--- config.mk ---
export PLATFORM = sky130hd
export DESIGN_NAME = ball_hit_tracker
export DESIGN_NICKNAME = d
export VERILOG_FILES = /design/src/rtl/ball_game_pkg.sv /design/src/rtl/ball_hit_tracker_hit_window_cmp.sv /design/src/rtl/ball_hit_tracker.sv
export SDC_FILE = /design/constraint.sdc
export NUM_CORES = 1
export LEC_CHECK = 0
export ABC_AREA = 1
export BUFFER_PORTS_ARGS = -buffer_cell sky130_fd_sc_hd__buf_4
export CAP_MARGIN = 0
export CORE_MARGIN = 3
export CORE_UTILIZATION = 55
export DETAILED_ROUTE_END_ITERATION = 12
export GPL_TIMING_DRIVEN = 0
export HOLD_SLACK_MARGIN = 0.02
export MAX_ROUTING_LAYER = met4
export PLACE_DENSITY = 0.8
export SKIP_LAST_GASP = 1
export SLEW_MARGIN = 30
export SYNTH_ARGS = -nofsm -noshare
export SYNTH_HDL_FRONTEND = slang
export SYNTH_SLANG_ARGS = --single-unit
--- constraint.sdc ---
create_clock -name clk -period 1.9 [get_ports clk]
set_input_delay 0.095 -clock clk [delete_from_list [all_inputs] [get_ports clk]]
set_output_delay 0.095 -clock clk [all_outputs]
set_load 0.05 [all_outputs]
--- src/rtl/ball_game_pkg.sv ---
// Shared types and constants for the ball game blocks: FSM states, playfield bounds, coordinate widths.
package ball_game_pkg;

  typedef enum logic [1:0] {PLAY, INVULN, OVER} state_e;

  localparam int X_W   = 7;
  localparam int Y_W   = 6;
  localparam int X_MIN = 3;
  localparam int X_MAX = 92;
  localparam int Y_MIN = 14;
  localparam int Y_MAX = 60;

endpackage

--- src/rtl/ball_hit_tracker_hit_window_cmp.sv ---
// Combinational collision test: |ball - player| <= HIT_R on both axes, no wrap-around.
module hit_window_cmp #(
  parameter int HIT_R = 2,
  parameter int XW    = 7,
  parameter int YW    = 6
) (
  input  logic [XW-1:0] ball_x,
  input  logic [YW-1:0] ball_y,
  input  logic [XW-1:0] player_x,
  input  logic [YW-1:0] player_y,
  output logic          coll
);

  localparam logic [XW:0] RX = HIT_R[XW:0];
  localparam logic [YW:0] RY = HIT_R[YW:0];

  logic signed [XW:0] dx;
  logic signed [YW:0] dy;
  logic        [XW:0] adx;
  logic        [YW:0] ady;

  // One extra bit keeps the difference exact; magnitude never reaches -2^XW.
  assign dx  = $signed({1'b0, ball_x}) - $signed({1'b0, player_x});
  assign dy  = $signed({1'b0, ball_y}) - $signed({1'b0, player_y});
  assign adx = dx[XW] ? $unsigned(-dx) : $unsigned(dx);
  assign ady = dy[YW] ? $unsigned(-dy) : $unsigned(dy);

  assign coll = (adx <= RX) && (ady <= RY);

endmodule

--- src/rtl/ball_hit_tracker.sv ---
// Ball/player hit tracker: lives, invulnerability window, saturating survival score, respawn pulse.
// Optional BALL_HIT_TRACKER_EXTRA_LIFE_EN awards a life each EXTRA_LIFE_TICKS of score.
module ball_hit_tracker
  import ball_game_pkg::*;
#(
  parameter int LIVES_INIT   = 3,
  parameter int HIT_R        = 2,
  parameter int INVULN_TICKS = 60,
  parameter int SCORE_W      = 16
`ifdef BALL_HIT_TRACKER_EXTRA_LIFE_EN
  , parameter int EXTRA_LIFE_TICKS = 1000
`endif
) (
  input  logic               clk,
  input  logic               clr,
  input  logic               tick,
  input  logic [X_W-1:0]     ball_x,
  input  logic [Y_W-1:0]     ball_y,
  input  logic [X_W-1:0]     player_x,
  input  logic [Y_W-1:0]     player_y,
  output logic               hit,
  output logic               respawn,
  output logic               invuln,
  output logic               game_over,
  output logic [2:0]         lives,
  output logic [SCORE_W-1:0] score
);

  function automatic logic [SCORE_W-1:0] sat_inc(input logic [SCORE_W-1:0] v);
    return (&v) ? v : v + 1'b1;
  endfunction

  function automatic logic [2:0] lives_inc(input logic [2:0] v);
    return (v == 3'd7) ? v : v + 3'd1;
  endfunction

  state_e             state_q, state_d;
  logic [7:0]         timer_q, timer_d;
  logic [2:0]         lives_q, lives_d;
  logic [SCORE_W-1:0] score_q, score_d, score_inc;
  logic               hit_q, hit_d;
  logic               coll_q, coll_d;
`ifdef BALL_HIT_TRACKER_EXTRA_LIFE_EN
  logic [SCORE_W-1:0] bonus_score_q, bonus_score_d;
  logic               bonus;
`endif

  hit_window_cmp #(.HIT_R(HIT_R), .XW(X_W), .YW(Y_W)) u_cmp (
    .ball_x   (ball_x),
    .ball_y   (ball_y),
    .player_x (player_x),
    .player_y (player_y),
    .coll     (coll_d)
  );

  always_comb begin
    state_d   = state_q;
    timer_d   = timer_q;
    lives_d   = lives_q;
    score_d   = score_q;
    hit_d     = 1'b0;
    score_inc = sat_inc(score_q);
`ifdef BALL_HIT_TRACKER_EXTRA_LIFE_EN
    // Remember the awarded score so a hit tick (score held) cannot award the same multiple twice.
    bonus         = 1'b0;
    bonus_score_d = bonus_score_q;
    if (tick && (state_q != OVER) && (score_inc != score_q) && (score_inc != bonus_score_q) &&
        ((32'(score_inc) % EXTRA_LIFE_TICKS) == 0)) begin
      bonus         = 1'b1;
      bonus_score_d = score_inc;
    end
`endif
    case (state_q)
      PLAY: begin
        if (tick) begin
          if (coll_q) begin
            hit_d   = 1'b1;
            lives_d = (lives_q == 3'd0) ? 3'd0 : lives_q - 3'd1;
`ifdef BALL_HIT_TRACKER_EXTRA_LIFE_EN
            if (bonus) lives_d = lives_inc(lives_d);
`endif
            if (lives_d == 3'd0) begin
              state_d = OVER;
            end else begin
              state_d = INVULN;
              timer_d = INVULN_TICKS[7:0];
            end
          end else begin
            score_d = score_inc;
          end
        end
      end
      INVULN: begin
        if (tick) begin
          timer_d = timer_q - 8'd1;
          score_d = score_inc;
          if (timer_d == 8'd0) state_d = PLAY;
        end
      end
      OVER:    ;
      default: state_d = PLAY;
    endcase
`ifdef BALL_HIT_TRACKER_EXTRA_LIFE_EN
    if (bonus && !hit_d) lives_d = lives_inc(lives_q);
`endif
  end

  always_ff @(posedge clk) begin
    if (clr) begin
      state_q <= PLAY;
      timer_q <= 8'd0;
      lives_q <= LIVES_INIT[2:0];
      score_q <= '0;
      hit_q   <= 1'b0;
      coll_q  <= 1'b0;
`ifdef BALL_HIT_TRACKER_EXTRA_LIFE_EN
      bonus_score_q <= '0;
`endif
    end else begin
      state_q <= state_d;
      timer_q <= timer_d;
      lives_q <= lives_d;
      score_q <= score_d;
      hit_q   <= hit_d;
      coll_q  <= coll_d;
`ifdef BALL_HIT_TRACKER_EXTRA_LIFE_EN
      bonus_score_q <= bonus_score_d;
`endif
    end
  end

  assign hit       = hit_q;
  assign respawn   = hit_q;
  assign invuln    = (state_q == INVULN);
  assign game_over = (state_q == OVER);
  assign lives     = lives_q;
  assign score     = score_q;

endmodule

==> implementation parameters <==
Parameter                              Value

Routing
  DR vias    2,929
  DRC violations left    0
  Vias per Instance    5.28
  Final ANT Viol Nets    0
  First drt pass iteration count    5
  Final wirelength    6080 um
  Routed length per placed instance    11.0 um
  Count of routing violations after the opening detailed-route iteration    157

Logic synthesis
  Post-Syn Area per Cell    6.00 um2
  Cell with the most instances after synthesis    nand2_1
  Number of cells produced by synthesis    443
  Number of flops mapped to enable cells by yosys    0
  Synthesized area    2660 um2
  Count of distinct cell types in the synthesized netlist    32
  Leading area contributor after synthesis    dfxtp_1
  Sequential area share after synthesis    23.3%
  Proportion of register bits with asynchronous set or reset after synthesis    0%
  Most used flip-flop cell after synthesis    dfxtp_1
  Yosys warning count    0
  Share of the synthesized area in the top cell type    23.3%
  Net count of the mapped netlist    492
  Number of flip-flops and latches in the synthesized netlist    31
  Leading post-synthesis cells by cell area    dfxtp_1 23%, nand2_1 18%, inv_1 11%
  Most instantiated cells after synthesis    124 x nand2_1, 78 x inv_1, 47 x nor2_1, 41 x nand3_1, 31 x dfxtp_1

Setup path
  Register-to-register setup slack    0.25 ns
  Series of cell instances along the critical path    inv_1 -> nand2_1 -> nor2_1 -> nor3_1 -> nand2_2 -> inv_2 -> nand3_1 -> nor2_1 -> nand2_1 -> nand2_1 -> nor2_1
  Reg2reg path depth    11
  Critical path launch point type    flip-flop
  Number of buffers and inverters on the critical path    2
  Biggest fanout along the worst timing path    4
  Worst setup path class    flip-flop to flip-flop
  Worst path required time    2.08 ns
  R2R Path Start    state_q[1]$_SDFFE_PP0P_
  Endpoint of the worst register-to-register path    score[14]$_SDFFE_PP0P_
  Cell family with most CP delay    simple AND/OR/NAND/NOR gates
  Library cell contributing the largest single delay on the critical path    dfxtp_1
  Delay of the slowest cell on the worst path    0.39 ns
  CP arrival    1.83 ns
  Critical path launch point    state_q[1]$_SDFFE_PP0P_
  Kind of end point of the critical path    flip-flop

Clock network
  Total setup buffers inserted after CTS    0
  Maximum count of clock buffers along a single path    2
  Clock transition at the registers of the reported paths    0.07 ns
  Skew-Pair Late Insertion Delay    0.28 ns
  Clock tree from TritonCTS    built
  Htree depth    2
  Sinks on the clock net    31
  CTS root buf    clkbuf_8
  TritonCTS buffer count    5

STA
  Post-route clock period utilization    87.0%
  Fmax    605 MHz
  Max-slew headroom    66.2%
  Skew final    0.00432 ns
  Number of hold-slack violations in the final timing report    0
  Final count of negative-setup-slack endpoints    0
  RSZ-0062 raised after global routing    false
  Worst hold slack    0.249 ns
  Worst slew pin tran    0.508 ns
  Setup TNS    0 ns
  Max Transition Viols Final    0
  Minimum clock period after layout    1.65 ns

Floorplanning
  Full die area    5700 um2
  Top-Level Pins    52
  Core region area    4500 um2
  Number of rows created at floorplan    24
  Initial standard-cell utilization of the core    59.0%
  Chip Width    75.5 um
  Vert. Die Dim    75.5 um

Power
  Share of power burned in the clock network    36.6%
  Power share of the sequential group    36.2%
  PwrDens    564 nW/um2
  Proportion of total power due to net switching    30.2%
  Part of the power in combinational logic    27.2%
  Leakage power summed over all cells    1.65 nW
  Switch Pwr    0.000550 W
  Design internal power    0.00127 W
  Max rail drop VDD    0.277 mV

Global route
  Maximum number of pins on one net before global-route repair    11
  Antenna violations before repair    0
  Vias in the first global route    2,661
  Combined global-route utilization of all metal layers    23.7%
  Wire length of the first global-routing pass    10,500 um
  GRT overflow    0

Hold path
  Origin of the worst min-delay path    tick
  Hold Crit Class    input port to flip-flop
  Hold EP    hit$_SDFF_PP0_
  Hold Path Cell Cnt    3

Finish
  Synth-to-layout area growth    21.7%
  Fin util    71.9%
  Layout cells sized above 1    15.3%
  Diode insertion count for antenna repair    0
  # nets final    551
  Final Cell Area    3240 um2
  # fillers    394
  Layout Cells excl Fill    555

Run status
  Run status    completed

Placement
  Post-DP HPWL    4750 um
  DP Cell Count    546
  Final GP Congestion    0.897
  Buffers on Ports    51
  Placed inst area    3110 um2

Job
  Max-cap check violation count    0
==> metal layers <==
metal | share of wire, % | vias up | GRT usage (%)
met2 | 52 | 94 | 43.0
met5 | 0 | - | -
met4 | 1.8 | 0 | 8.35
li1 | - | 1520 | -
met3 | 5.9 | 12 | 2.64
met1 | 41 | 1303 | 26.6
==> cells in the final DEF, fill, tap and decap left out, types with 2 or more instances in the layout <==
cell type	count
a21oi_1	28
buf_4	53
clkbuf_1	2
clkbuf_8	6
dfxtp_1	31
fa_1	2
ha_1	18
inv_1	78
inv_2	3
nand2_1	124
nand2_2	3
nand3_1	41
nand3b_1	3
nand4_1	4
nor2_1	46
nor3_1	6
nor3_2	2
nor4_1	4
o21ai_0	17
o21ai_1	5
xnor2_1	2
xor2_1	10
==> cell families (layout without fill, tap and decap cells) <==
kind of cell	Yosys count	count (layout)	synth area share, %
AND/OR/NAND/NOR	237	237	38.1
buffers and inverters	86	146	12.7
AO/OA/AOI/OAI	57	57	12.0
flip-flops	31	31	23.3
adder cells (fa/ha/maj)	20	20	9.98
XOR/XNOR	12	12	3.95
==> state kept, by name, summed over array words and instances (netlist names) <==
name / flops
coll_q: 1
state_q: 2
timer_q: 8
lives: 3
score: 16
hit: 1
==> stage by stage <==
step	power (W)	setup slack (ns)
5_1_grt	0.00194	0.0381
3_3_place_gp	0.00115	0.0665
2_1_floorplan	0.00104	0.124
4_1_cts	0.00183	0.278
6_report	0.00182	0.248
3_5_place_dp	0.00117	0.0127
==> layout make-up <==
type	instances	area (um2)	share of cell area (%)
plain buffers	5	33.8	1.04
clock buffers	6	82.6	2.55
clock inverters	2	35.0	1.08
inverters	81	304	9.39
multi-input cells	326	1700	52.6
flip-flops and latches	31	621	19.2
well taps	52	65.1	2.01
repair buffers	52	393	12.1
==> how the worst max path moves through the flow <==
stage | endpoint | slack [ns] | depth (start not counted)
2_1_floorplan | score[3]$_SDFFE_PP0P_ | 0.12 | 8
3_3_place_gp | coll_q$_SDFF_PP0_ | 0.07 | 14
3_5_place_dp | coll_q$_SDFF_PP0_ | 0.01 | 14
4_1_cts | timer_q[1]$_SDFFE_PP0P_ | 0.28 | 8
5_1_grt | coll_q$_SDFF_PP0_ | 0.04 | 14
6_report | score[14]$_SDFFE_PP0P_ | 0.25 | 11
==> power groups by stage <==
stage                     Sequential, W  Combinational [W]  Clock [W]
after floorplan                0.000688           0.000351          0
after global placement         0.000674           0.000478          0
after detailed placement       0.000674           0.000492          0
after CTS                      0.000660           0.000496   0.000676
after global routing           0.000660           0.000577   0.000701
final                          0.000660           0.000497   0.000668
==> tightest hold or removal path, stage by stage <==
cell and delay, ns:
buf_4 0.12, nand2_1 0.18, nor2_1 0.08
==> what timing repair did <==
item / 4_1_cts / 5_1_grt
resized for setup: 0 / 0
endpoints found under the setup margin: 0 / 0
hold buffers: 1 / 0
hold endpoints to repair: 1 / 0
(Power assumes the default switching activity.)
